[config.mk]
export PLATFORM = sky130hd
export DESIGN_NAME = abc_seq
export DESIGN_NICKNAME = d
export VERILOG_FILES = /design/src/rtl/abc_pkg.sv /design/src/rtl/bin2gray3.sv /design/src/rtl/abc_seq.sv
export SDC_FILE = /design/constraint.sdc
export NUM_CORES = 1
export LEC_CHECK = 0
export CAP_MARGIN = 20
export CORE_MARGIN = 5
export CORE_UTILIZATION = 54
export DETAILED_ROUTE_END_ITERATION = 12
export PLACE_DENSITY = 0.92
export SLEW_MARGIN = 10
export SYNTH_ARGS = -nofsm -noshare
export SYNTH_HDL_FRONTEND = slang
export SYNTH_SLANG_ARGS = --single-unit
export TNS_END_PERCENT = 5
[constraint.sdc]
create_clock -name clk -period 4.6 [get_ports clk]
set_clock_uncertainty 0.2 [all_clocks]
set_input_delay 1.15 -clock clk [delete_from_list [all_inputs] [get_ports clk]]
set_output_delay 1.15 -clock clk [all_outputs]
set_load 0.03 [all_outputs]
[src/rtl/abc_pkg.sv]
// abc_pkg: shared FSM states, mode encodings and pattern count for abc_seq
package abc_pkg;
  localparam int N_PAT = 8;
  typedef enum logic [1:0] {IDLE, RUN, FIN} state_t;
  typedef enum logic [1:0] {M_UP = 2'b00, M_DOWN = 2'b01, M_GRAY = 2'b10, M_RSVD = 2'b11} mode_t;
endpackage

[src/rtl/bin2gray3.sv]
// bin2gray3: combinational 3-bit binary to Gray conversion
module bin2gray3 (
  input  logic [2:0] bin,
  output logic [2:0] gray
);
  assign gray = bin ^ (bin >> 1);
endmodule

[src/rtl/abc_seq.sv]
// abc_seq: handshaked 3-bit pattern sequencer (up/down/Gray) feeding a 3-to-8 decoder stage
module abc_seq import abc_pkg::*; #(
  parameter int SWEEP_W = 4
) (
  input  logic               clk,
  input  logic               rst,
  input  logic               start,
  input  logic               abort,
  input  logic [1:0]         mode,
  input  logic               cont,
  input  logic               load,
  input  logic [2:0]         seed,
  input  logic               rdy,
  output logic               a,
  output logic               b,
  output logic               c,
  output logic               vld,
  output logic               busy,
  output logic               done,
  output logic [SWEEP_W-1:0] sweeps
);
  state_t state, state_n;
  mode_t mode_q, mode_n;
  logic cont_q, cont_n, xfer, wrap;
  logic [2:0] idx, idx_n, step, step_n, start_idx, start_n, gray_n;
  logic [SWEEP_W-1:0] sweeps_n;
  bin2gray3 u_gray (.bin(idx_n), .gray(gray_n));
  always_comb begin
    xfer = state == RUN && rdy;
    wrap = xfer && step == 3'(N_PAT - 1);
    state_n = state;
    mode_n = mode_q;
    cont_n = cont_q;
    idx_n = idx;
    step_n = step;
    start_n = start_idx;
    sweeps_n = sweeps;
    if (state == IDLE) begin
      start_n = load ? seed : start_idx;
      if (start) begin
        state_n = RUN;
        idx_n = load ? seed : start_idx;
        mode_n = mode_t'(mode) == M_RSVD ? M_UP : mode_t'(mode);
        cont_n = cont;
        step_n = '0;
      end
    end
    if (xfer) begin
      idx_n = mode_q == M_DOWN ? idx - 3'd1 : idx + 3'd1;
      step_n = step + 3'd1;
    end
    if (wrap) begin
      sweeps_n = &sweeps ? sweeps : sweeps + 1'b1;
      state_n = cont_q ? RUN : FIN;
    end
    if (state == FIN || (state == RUN && abort)) state_n = IDLE;
  end
  always_ff @(posedge clk) begin
    if (rst) begin
      state <= IDLE;
      mode_q <= M_UP;
      cont_q <= 1'b0;
      idx <= '0;
      step <= '0;
      start_idx <= '0;
      sweeps <= '0;
      {a, b, c} <= 3'd0;
      vld <= 1'b0;
      busy <= 1'b0;
      done <= 1'b0;
    end else begin
      state <= state_n;
      mode_q <= mode_n;
      cont_q <= cont_n;
      idx <= idx_n;
      step <= step_n;
      start_idx <= start_n;
      sweeps <= sweeps_n;
      {a, b, c} <= state_n == RUN ? (mode_n == M_GRAY ? gray_n : idx_n) : 3'd0;
      vld <= state_n == RUN;
      busy <= state_n != IDLE;
      done <= state_n == FIN;
    end
  end
endmodule

==> out/metrics.yaml, run 1 <==
peakVddDrop_v: 0.000210
ant_nets: 0
grt_use_met2_pct: 29.2
grt_setup_unrepaired: "false"
synth_area_sq_um: 1150
cts-root-buf: "clkbuf_4"
syn_nets: 137
drv_cap: 0
vias: 909
ctsResizeCount: 0
drcViolationCount: 0
setup_ws_ps: 1380
hold_path.class: "flip-flop to flip-flop"
seq_area_frac_synth_pct: 41.8
grt_max_degree: 21
dp_hpwl_microns: 1690
overflow: 0
syn_inst: 121
cts_buffers: 3
drv_slew: 0
finalSetupViolations: 0
port_buffers: 21
die_area_sq_um: 3150
fin_crit_ps: 3220
ioPinCount: 22
h-tree-depth: 1
synth-seq-cells: 24
grt_usage_pct: 15.6
initial_core_util_pct: 57.4
core_area_sq_um: 2000
period_share_pct: 70.0
mostFrequentLayoutCells: "dfxtp_1 (24), clkdlybuf4s50_1 (21), nor2_1 (16)"
nets: 157
wl_microns: 2280
status: "complete, no violations"
antenna_found_initial: 0
die_w_microns: 56.1
rows: 16
fmax_mhz: 311
layout_commonest_cell: "dfxtp_1"
syn2layout_area_growth_pct: 20.2
cts_buffer_depth: 2
critPathKind: "input port to flip-flop"
end_kind: "flip-flop"
regArea_sq_um: 480
hold_viol: 0
fp.dieH_microns: 56.1
post-cts-setup-buffer-count: 0
max-slew-margin-rel_pct: 50.7
num_antenna_cells: 0
busiest_layer: "met2"
hold_buffers: 0
grt_pass1_wl_microns: 3960
cts_tree: "done"
use_met1_pct: 16.5
drtIter0Drc: 19
clk-insertion-delay-late_ps: 310
grt_pass1_vias: 976
p_leak_nw: 0.558
multi_input_area_sq_um: 608
path_clk_slew_ps: 120
fin_tns_setup_ps: 0
drive_above_1_share_pct: 8.57
critical_path_required_ps: 4620
place.gp.congestion: 0.779
fillers: 161
wl_per_cell_microns: 13.6
drtPass1Iterations: 5
syn_avg_cell_area_sq_um: 9.49
pre_cts_slack_ps: 1060
post-route-util_pct: 68.9
tightest_slew_ps: 737
startpoint_type: "input port"
drt-vias-per-instance: 5.44
cts.sinks: 24
use_met3_pct: 2.78
ys_types: 36
cp.arrival_ps: 3240
yosysWarnings: 0
crit_fanout: 9
powerDensity_nw_per_um2: 289
## cells by family after synthesis
family | share of synthesized area [%]
xor gates and xnor gates | 1.53
adders and majority gates | 5.01
buffers and inverters | 5.23
and+or+nand+nor | 24.9
DFF | 41.8
muxes | 10.5
AOI/OAI and AO/OA | 11.0
## sequential cells by signal, summed over array words and instances, names as in the netlist
register   count
sweeps         4
idx            3
start_idx      3
step           3
mode_q         2
state          2
a              1
b              1
busy           1
c              1
cont_q         1
done           1
vld            1
## cell usage after synthesis (all sizes together)
cell type	instances	area, sq um
a211o	1	8.76
a211oi	2	15.0
a21bo	1	10.0
a21o	1	7.51
a21oi	8	43.8
a22oi	2	15.0
a31oi	1	6.26
and3	1	6.26
and3b	1	8.76
buf	4	41.3
clkbuf	2	7.51
dfxtp	24	480
fa	1	20.0
ha	3	37.5
inv	3	11.3
mux2i	12	120
nand2	8	30.0
nand2b	2	12.5
nand3	4	20.0
nand3b	2	27.5
nor2	17	66.3
nor2b	4	25.0
nor3	2	10.0
nor3b	4	40.0
nor4	1	12.5
nor4b	1	8.76
o21ai	4	20.0
or2	1	6.26
or3	2	12.5
xnor2	1	8.76
xor2	1	8.76
## layer usage
metal  wire, microns  part of all wire, %  up-vias
li1                -                    -      458
met1             999                   44      430
met2            1160                   51       17
met3              85                  3.7        4
met4              27                  1.2        0
met5               0                    0        -
## through the flow
stage	instances	hold WS [ps]	total power, mW	area [sq um]
2_1_floorplan	121	246	0.272	1150
3_3_place_gp	163	261	0.292	1340
3_5_place_dp	163	272	0.294	1340
4_1_cts	167	290	0.403	1380
5_1_grt	167	324	0.420	1380
6_report	167	285	0.399	1380
## power breakdown
part / internal [mW] / switching, mW
logic: 0.0315 / 0.0349
registers: 0.217 / 0.00587
clock network: 0.0483 / 0.0605
total: 0.297 / 0.101
## worst max-delay path, cell delays in order
cell,delay (ps)
clkdlybuf4s50_1,500
nor3b_2,610
mux2i_1,320
a21oi_2,110
or3_1,370
and3_1,170
## worst paths after layout
path                            endpoint  startpoint  slack [ps]  cells past startpoint
worst min register to register    cont_q      cont_q         280                      2
worst min-delay path              cont_q      cont_q         280                      2
worst max-delay path                   c       start        1380                      6
worst max register to register         c    state[0]        2240                      5
## area by class of cell
cell class	instances	share of cell area, %
Clock buffer	4	2.63
Inverter	3	0.816
Sequential cell	24	34.8
Multi-Input combinational cell	88	44.1
Tap cell	27	2.45
Timing Repair Buffer	21	15.2
Note: power is estimated with default switching activity, not from simulation.
==> run 2, diff against run 1 <==
--- a/config.mk
+++ b/config.mk
@@ -7,9 +7,9 @@
 export LEC_CHECK = 0
 export CAP_MARGIN = 20
 export CORE_MARGIN = 5
-export CORE_UTILIZATION = 54
+export CORE_UTILIZATION = 45
 export DETAILED_ROUTE_END_ITERATION = 12
-export PLACE_DENSITY = 0.92
+export PLACE_DENSITY = 0.82
 export SLEW_MARGIN = 10
 export SYNTH_ARGS = -nofsm -noshare
 export SYNTH_HDL_FRONTEND = slang
==> constraint.sdc (replaced) <==
create_clock -name clk -period 2.8 [get_ports clk]
set_clock_uncertainty 0.2 [all_clocks]
set_input_delay 0.7 -clock clk [delete_from_list [all_inputs] [get_ports clk]]
set_output_delay 0.7 -clock clk [all_outputs]
set_load 0.03 [all_outputs]
==> out/metrics.yaml, run 2 (synthesis gave the netlist of run 1 again) <==
drtPass1Iterations: 4  # -1
pwr-share-comb_pct: 17.6  # +0.9 points
max-slew-margin-rel_pct: 67.4  # +17 points
p_leak_nw: 0.577  # +3.4%
power_frac_seq_pct: 55.3  # -0.7 points
fp.dieH_microns: 60.5  # +7.8%
grt_max_degree: 20  # -4.8%
finalSetupViolations: 0  # unchanged
end_kind: "flip-flop"
place.gp.congestion: 0.830  # +6.6%
ant_nets: 0  # unchanged
busiest_layer: "met2"
pwr-share-clk_pct: 27.1  # -0.2 points
cts.sinks: 24  # unchanged
peakVddDrop_v: 0.000576  # +170%
ctsResizeCount: 0  # unchanged
top_register: "sweeps"
period_share_pct: 84.4
use_met1_pct: 14.7  # -1.8 points
num_antenna_cells: 0  # unchanged
switchingPower_uw: 170  # +67%
mostFrequentLayoutCells: "dfxtp_1 (24), clkdlybuf4s50_1 (21), nor2_1 (16)"
drcViolationCount: 0  # unchanged
fillers: 223  # +39%
drt-vias-per-instance: 5.32  # -2.3%
hold_viol: 0  # unchanged
post-cts-setup-buffer-count: 0  # unchanged
rows: 18  # +2
fmax_mhz: 423
largest_register_ffs: 4  # unchanged
dp_hpwl_microns: 1700  # +1.0%
ff2ff_setup_slack_ps: 790  # -1450 ps
cts_buffer_depth: 2  # unchanged
critPathKind: "input port to flip-flop"
path_clk_slew_ps: 130  # about the same
drv_slew: 0  # unchanged
crit_fanout: 4  # -5
use_met3_pct: 4.89  # +2.1 points
nets: 161  # +2.5%
intPower_uw: 494  # +66%
grt_pass1_wl_microns: 3830  # -3.3%
fin_tns_setup_ps: 0  # unchanged
wl_per_cell_microns: 12.8  # -6.0%
clk-insertion-delay-late_ps: 310  # about the same
hold_buffers: 0  # unchanged
dpl_cell_area_sq_um: 1380  # +2.5%
status: "complete, no violations"
ioPinCount: 22  # unchanged
startpoint_type: "input port"
drtIter0Drc: 41  # +22
cts_buffers: 3  # unchanged
tightest_slew_ps: 485  # -252 ps
grt_usage_pct: 13.9  # -1.6 points
swShare_pct: 25.6  # +0.12 points
critical_path_required_ps: 2850  # -1770 ps
cts_tree: "done"
fin_area_sq_um: 1410  # +2.4%
wl_microns: 2230  # -2.1%
vias: 925  # +1.8%
h-tree-depth: 1  # unchanged
overflow: 0  # unchanged
grt_pass1_vias: 914  # -6.4%
fin_crit_ps: 2360
core_area_sq_um: 2450  # +23%
powerDensity_nw_per_um2: 469  # +63%
die_area_sq_um: 3660  # +16%
cts-root-buf: "clkbuf_4"
initial_core_util_pct: 46.8  # -11 points
cp.arrival_ps: 2410  # -830 ps
grt_use_met2_pct: 24.8  # -4.4 points
drive_above_1_share_pct: 11.1  # +2.5 points
die_w_microns: 60.5  # +7.8%
hold_path.class: "flip-flop to flip-flop"
port_buffers: 21  # unchanged
syn2layout_area_growth_pct: 23.1
grt_setup_unrepaired: "false"
layout_commonest_cell: "dfxtp_1"
antenna_found_initial: 0  # unchanged
drv_cap: 0  # unchanged
-- run 2: cell count changes in the layout (fill, tap and decap cells not counted) --
cell,previous run,this run
buf_4,0,4
-- run 2: final timing paths --
kind / from / endpoint / depth (start not counted)
worst max-delay path: start / b / 7
worst min-delay path: mode_q[0] / mode_q[0] / 2
worst max register to register: idx[0] / b / 6
worst min register to register: mode_q[0] / mode_q[0] / 2
-- run 2: power groups by stage --
stage / Sequential, mW / Combinational, mW / Clock (mW)
finish: 0.367 / 0.117 / 0.180
global route: 0.369 / 0.129 / 0.202
CTS: 0.367 / 0.118 / 0.185
detailed placement: 0.374 / 0.116 / 0
global placement: 0.374 / 0.113 / 0
floorplan: 0.380 / 0.0679 / 0
-- run 2: critical path, cell delays in order --
cell and delay (ps):
clkdlybuf4s50_1 490, nor3b_2 320, buf_4 190, nor2_2 50, a211o_1 290, a21oi_1 160, mux2i_1 210
-- run 2: per-layer routing --
metal	part of all wire, %	up-vias
li1	-	467
met1	43	429
met2	47	21
met3	5.7	8
met4	3.6	0
met5	0	-
-- run 2: area by class of cell --
| cell class | count | area [sq um] | share of cell area [%] |
|---|---|---|---|
| Timing Repair Buffer | 25 | 240 | 17.0 |
| Clock buffer | 4 | 36.3 | 2.57 |
| Multi-Input combinational cell | 88 | 608 | 43.0 |
| Inverter | 3 | 11.3 | 0.796 |
| Sequential cell | 24 | 480 | 34.0 |
| Tap cell | 30 | 37.5 | 2.65 |
-- run 2: through the flow --
step / hold slack [ps] / worst slack (ps) / utilization (%) / std cells / power [mW]
after floorplan: 246 / 670 / - / 121 / 0.448
after global placement: 257 / 140 / 56.1 / 170 / 0.486
after detailed placement: 266 / 96.3 / 56.1 / 170 / 0.490
after CTS: 285 / 441 / 57.6 / 174 / 0.670
after global routing: 309 / 317 / 57.6 / 174 / 0.700
final: 284 / 436 / 57.6 / 174 / 0.664
==> run 3, diff against run 2 <==
--- a/config.mk
+++ b/config.mk
@@ -7,9 +7,9 @@
 export LEC_CHECK = 0
 export CAP_MARGIN = 20
 export CORE_MARGIN = 5
-export CORE_UTILIZATION = 45
+export CORE_UTILIZATION = 50
 export DETAILED_ROUTE_END_ITERATION = 12
-export PLACE_DENSITY = 0.82
+export PLACE_DENSITY = 0.86
 export SLEW_MARGIN = 10
 export SYNTH_ARGS = -nofsm -noshare
 export SYNTH_HDL_FRONTEND = slang
==> constraint.sdc (replaced) <==
create_clock -name clk -period 2.2 [get_ports clk]
set_clock_uncertainty 0.2 [all_clocks]
set_input_delay 0.55 -clock clk [delete_from_list [all_inputs] [get_ports clk]]
set_output_delay 0.55 -clock clk [all_outputs]
set_load 0.03 [all_outputs]
==> out/metrics.yaml, run 3 (synthesis gave the netlist of run 1 again) <==
vias: 962  # +4.0%
cp.arrival_ps: 2090  # -320 ps
critical_path_required_ps: 2220  # -630 ps
regArea_sq_um: 480  # unchanged
drcViolationCount: 0  # unchanged
p_leak_nw: 0.690  # +20%
crit_fanout: 4  # unchanged
fp.dieH_microns: 57.9  # -4.3%
rows: 17  # -1
finalSetupViolations: 0  # unchanged
drv_slew: 0  # unchanged
whs_path_depth: 2  # unchanged
ioPinCount: 22  # unchanged
place_inst: 177  # +4.1%
critPathKind: "input port to flip-flop"
cp_num_cells: 7  # unchanged
grt_setup_unrepaired: "false"
wl_microns: 2340  # +5.0%
cts_tree: "done"
pwr-share-clk_pct: 26.5  # -0.6 points
die_w_microns: 57.9  # -4.3%
fmax_mhz: 483
hold_path.class: "flip-flop to flip-flop"
drive_above_1_share_pct: 16.3  # +5.2 points
setup_ws_ps: 128  # -308 ps
powerDensity_nw_per_um2: 576  # +23%
cts.sinks: 24  # unchanged
grt_pass1_wl_microns: 4080  # +6.7%
die_area_sq_um: 3360  # -8.4%
intPower_uw: 643  # +30%
final_cells: 181  # +4.0%
path_clk_slew_ps: 130  # about the same
drv_cap: 0  # unchanged
mostFrequentLayoutCells: "dfxtp_1 (24), nor2_1 (16), clkdlybuf4s50_1 (16)"
drt-vias-per-instance: 5.31  # about the same
tightest_slew_ps: 504  # +19.2 ps
h-tree-depth: 1  # unchanged
core_area_sq_um: 2210  # -9.9%
wl_per_cell_microns: 12.9  # +0.92%
top_register: "sweeps"
multi_input_area_sq_um: 614  # +1.0%
pre_cts_slack_ps: -345  # -441 ps
dp_hpwl_microns: 1890  # +11%
swShare_pct: 25.3  # -0.21 points
port_buffers: 21  # unchanged
peakVddDrop_v: 0.000472  # -18%
end_kind: "flip-flop"
cts_buffer_depth: 2  # unchanged
power_frac_seq_pct: 54.0  # -1.3 points
drtIter0Drc: 26  # -37%
initial_core_util_pct: 51.9  # +5.1 points
max-slew-margin-rel_pct: 66.1  # -1.3 points
num_antenna_cells: 0  # unchanged
clk-insertion-delay-late_ps: 310  # about the same
pwr-share-comb_pct: 19.5  # +1.9 points
rr_worst_depth: 6  # unchanged
cts_buffers: 3  # unchanged
hold_viol: 0  # unchanged
startpoint_type: "input port"
path_cells: "clkdlybuf4s50_1, mux2i_1, mux2i_1, a21oi_2, buf_4, o21ai_0, and3_1"
switchingPower_uw: 218  # +29%
cpLargestDelayFamily: "buffers and inverters"
period_share_pct: 94.2
crit_buf_inv: 2  # unchanged
layout_commonest_cell: "dfxtp_1"
ant_nets: 0  # unchanged
cpMaxStageDelayCell: "clkdlybuf4s50_1"
largest_register_ffs: 4  # unchanged
grt_pass1_vias: 1003  # +9.7%
place.gp.congestion: 0.835  # +0.53%
syn2layout_area_growth_pct: 30.1
cp_slowest_stage_delay_ps: 580  # +90 ps
overflow: 0  # unchanged
drtPass1Iterations: 4  # unchanged
nets: 170  # +5.6%
grt_usage_pct: 15.6  # +1.7 points
ff2ff_setup_slack_ps: 160  # -630 ps
post-cts-setup-buffer-count: 0  # unchanged
cts-root-buf: "clkbuf_4"
fin_crit_ps: 2070
antenna_found_initial: 0  # unchanged
status: "complete, no violations"
grt_max_degree: 14  # -30%
fillers: 185  # -17%
critPathMostFrequentCell: "mux2i_1"
run 3: what timing repair did:
item / 4_1_cts / 5_1_grt
endpoints found under the hold margin: 0 / 0
resized for setup: 2 / 4
endpoints found under the setup margin: 2 / 4
cloned: 0 / 0
hold buffers: 0 / 0
run 3: routing by layer:
layer  up-vias  track usage, %  wire length, microns
li1        487               -                     -
met1       455            16.6                   956
met2        16            29.4                  1260
met3         4            3.79                    92
met4         0            5.63                    25
met5         -               0                     0
run 3: final cells by class:
class                      count  area share (%)
multi-input combinational     88            41.1
inverter                       3           0.754
clock buffer                   4            2.43
timing repair buffer          34            21.2
sequential                    24            32.2
tap                           28            2.35
run 3: path summary, 6_finish.rpt:
path,start,endpoint
min reg2reg,mode_q[0],mode_q[0]
min,mode_q[0],mode_q[0]
max,load,c
max reg2reg,mode_q[1],b
run 3: power groups by stage:
stage          sequential (mW)  clock, mW  combinational [mW]
3_3_place_gp             0.474          0               0.160
5_1_grt                  0.467      0.256               0.182
3_5_place_dp             0.474          0               0.167
6_report                 0.465      0.228               0.168
4_1_cts                  0.465      0.235               0.169
2_1_floorplan            0.483          0              0.0864
run 3: through the flow:
| stage | util [%] | hold slack, ps | TNS (ps) | instance area (sq um) | total power [mW] |
|---|---|---|---|---|---|
| 2_1_floorplan | - | 246 | 0 | 1150 | 0.570 |
| 3_3_place_gp | 65.2 | 259 | -1020 | 1440 | 0.634 |
| 3_5_place_dp | 65.2 | 266 | -1290 | 1440 | 0.641 |
| 4_1_cts | 67.1 | 287 | 0 | 1480 | 0.869 |
| 5_1_grt | 67.5 | 309 | 0 | 1490 | 0.905 |
| 6_report | 67.5 | 285 | 0 | 1490 | 0.861 |
run 3: worst register-to-register path: stages (launching register included):
cell and delay, ps:
dfxtp_1 340, nand2b_1 190, fa_1 400, xnor2_1 160, a211o_1 320, a21oi_1 160, mux2i_1 190
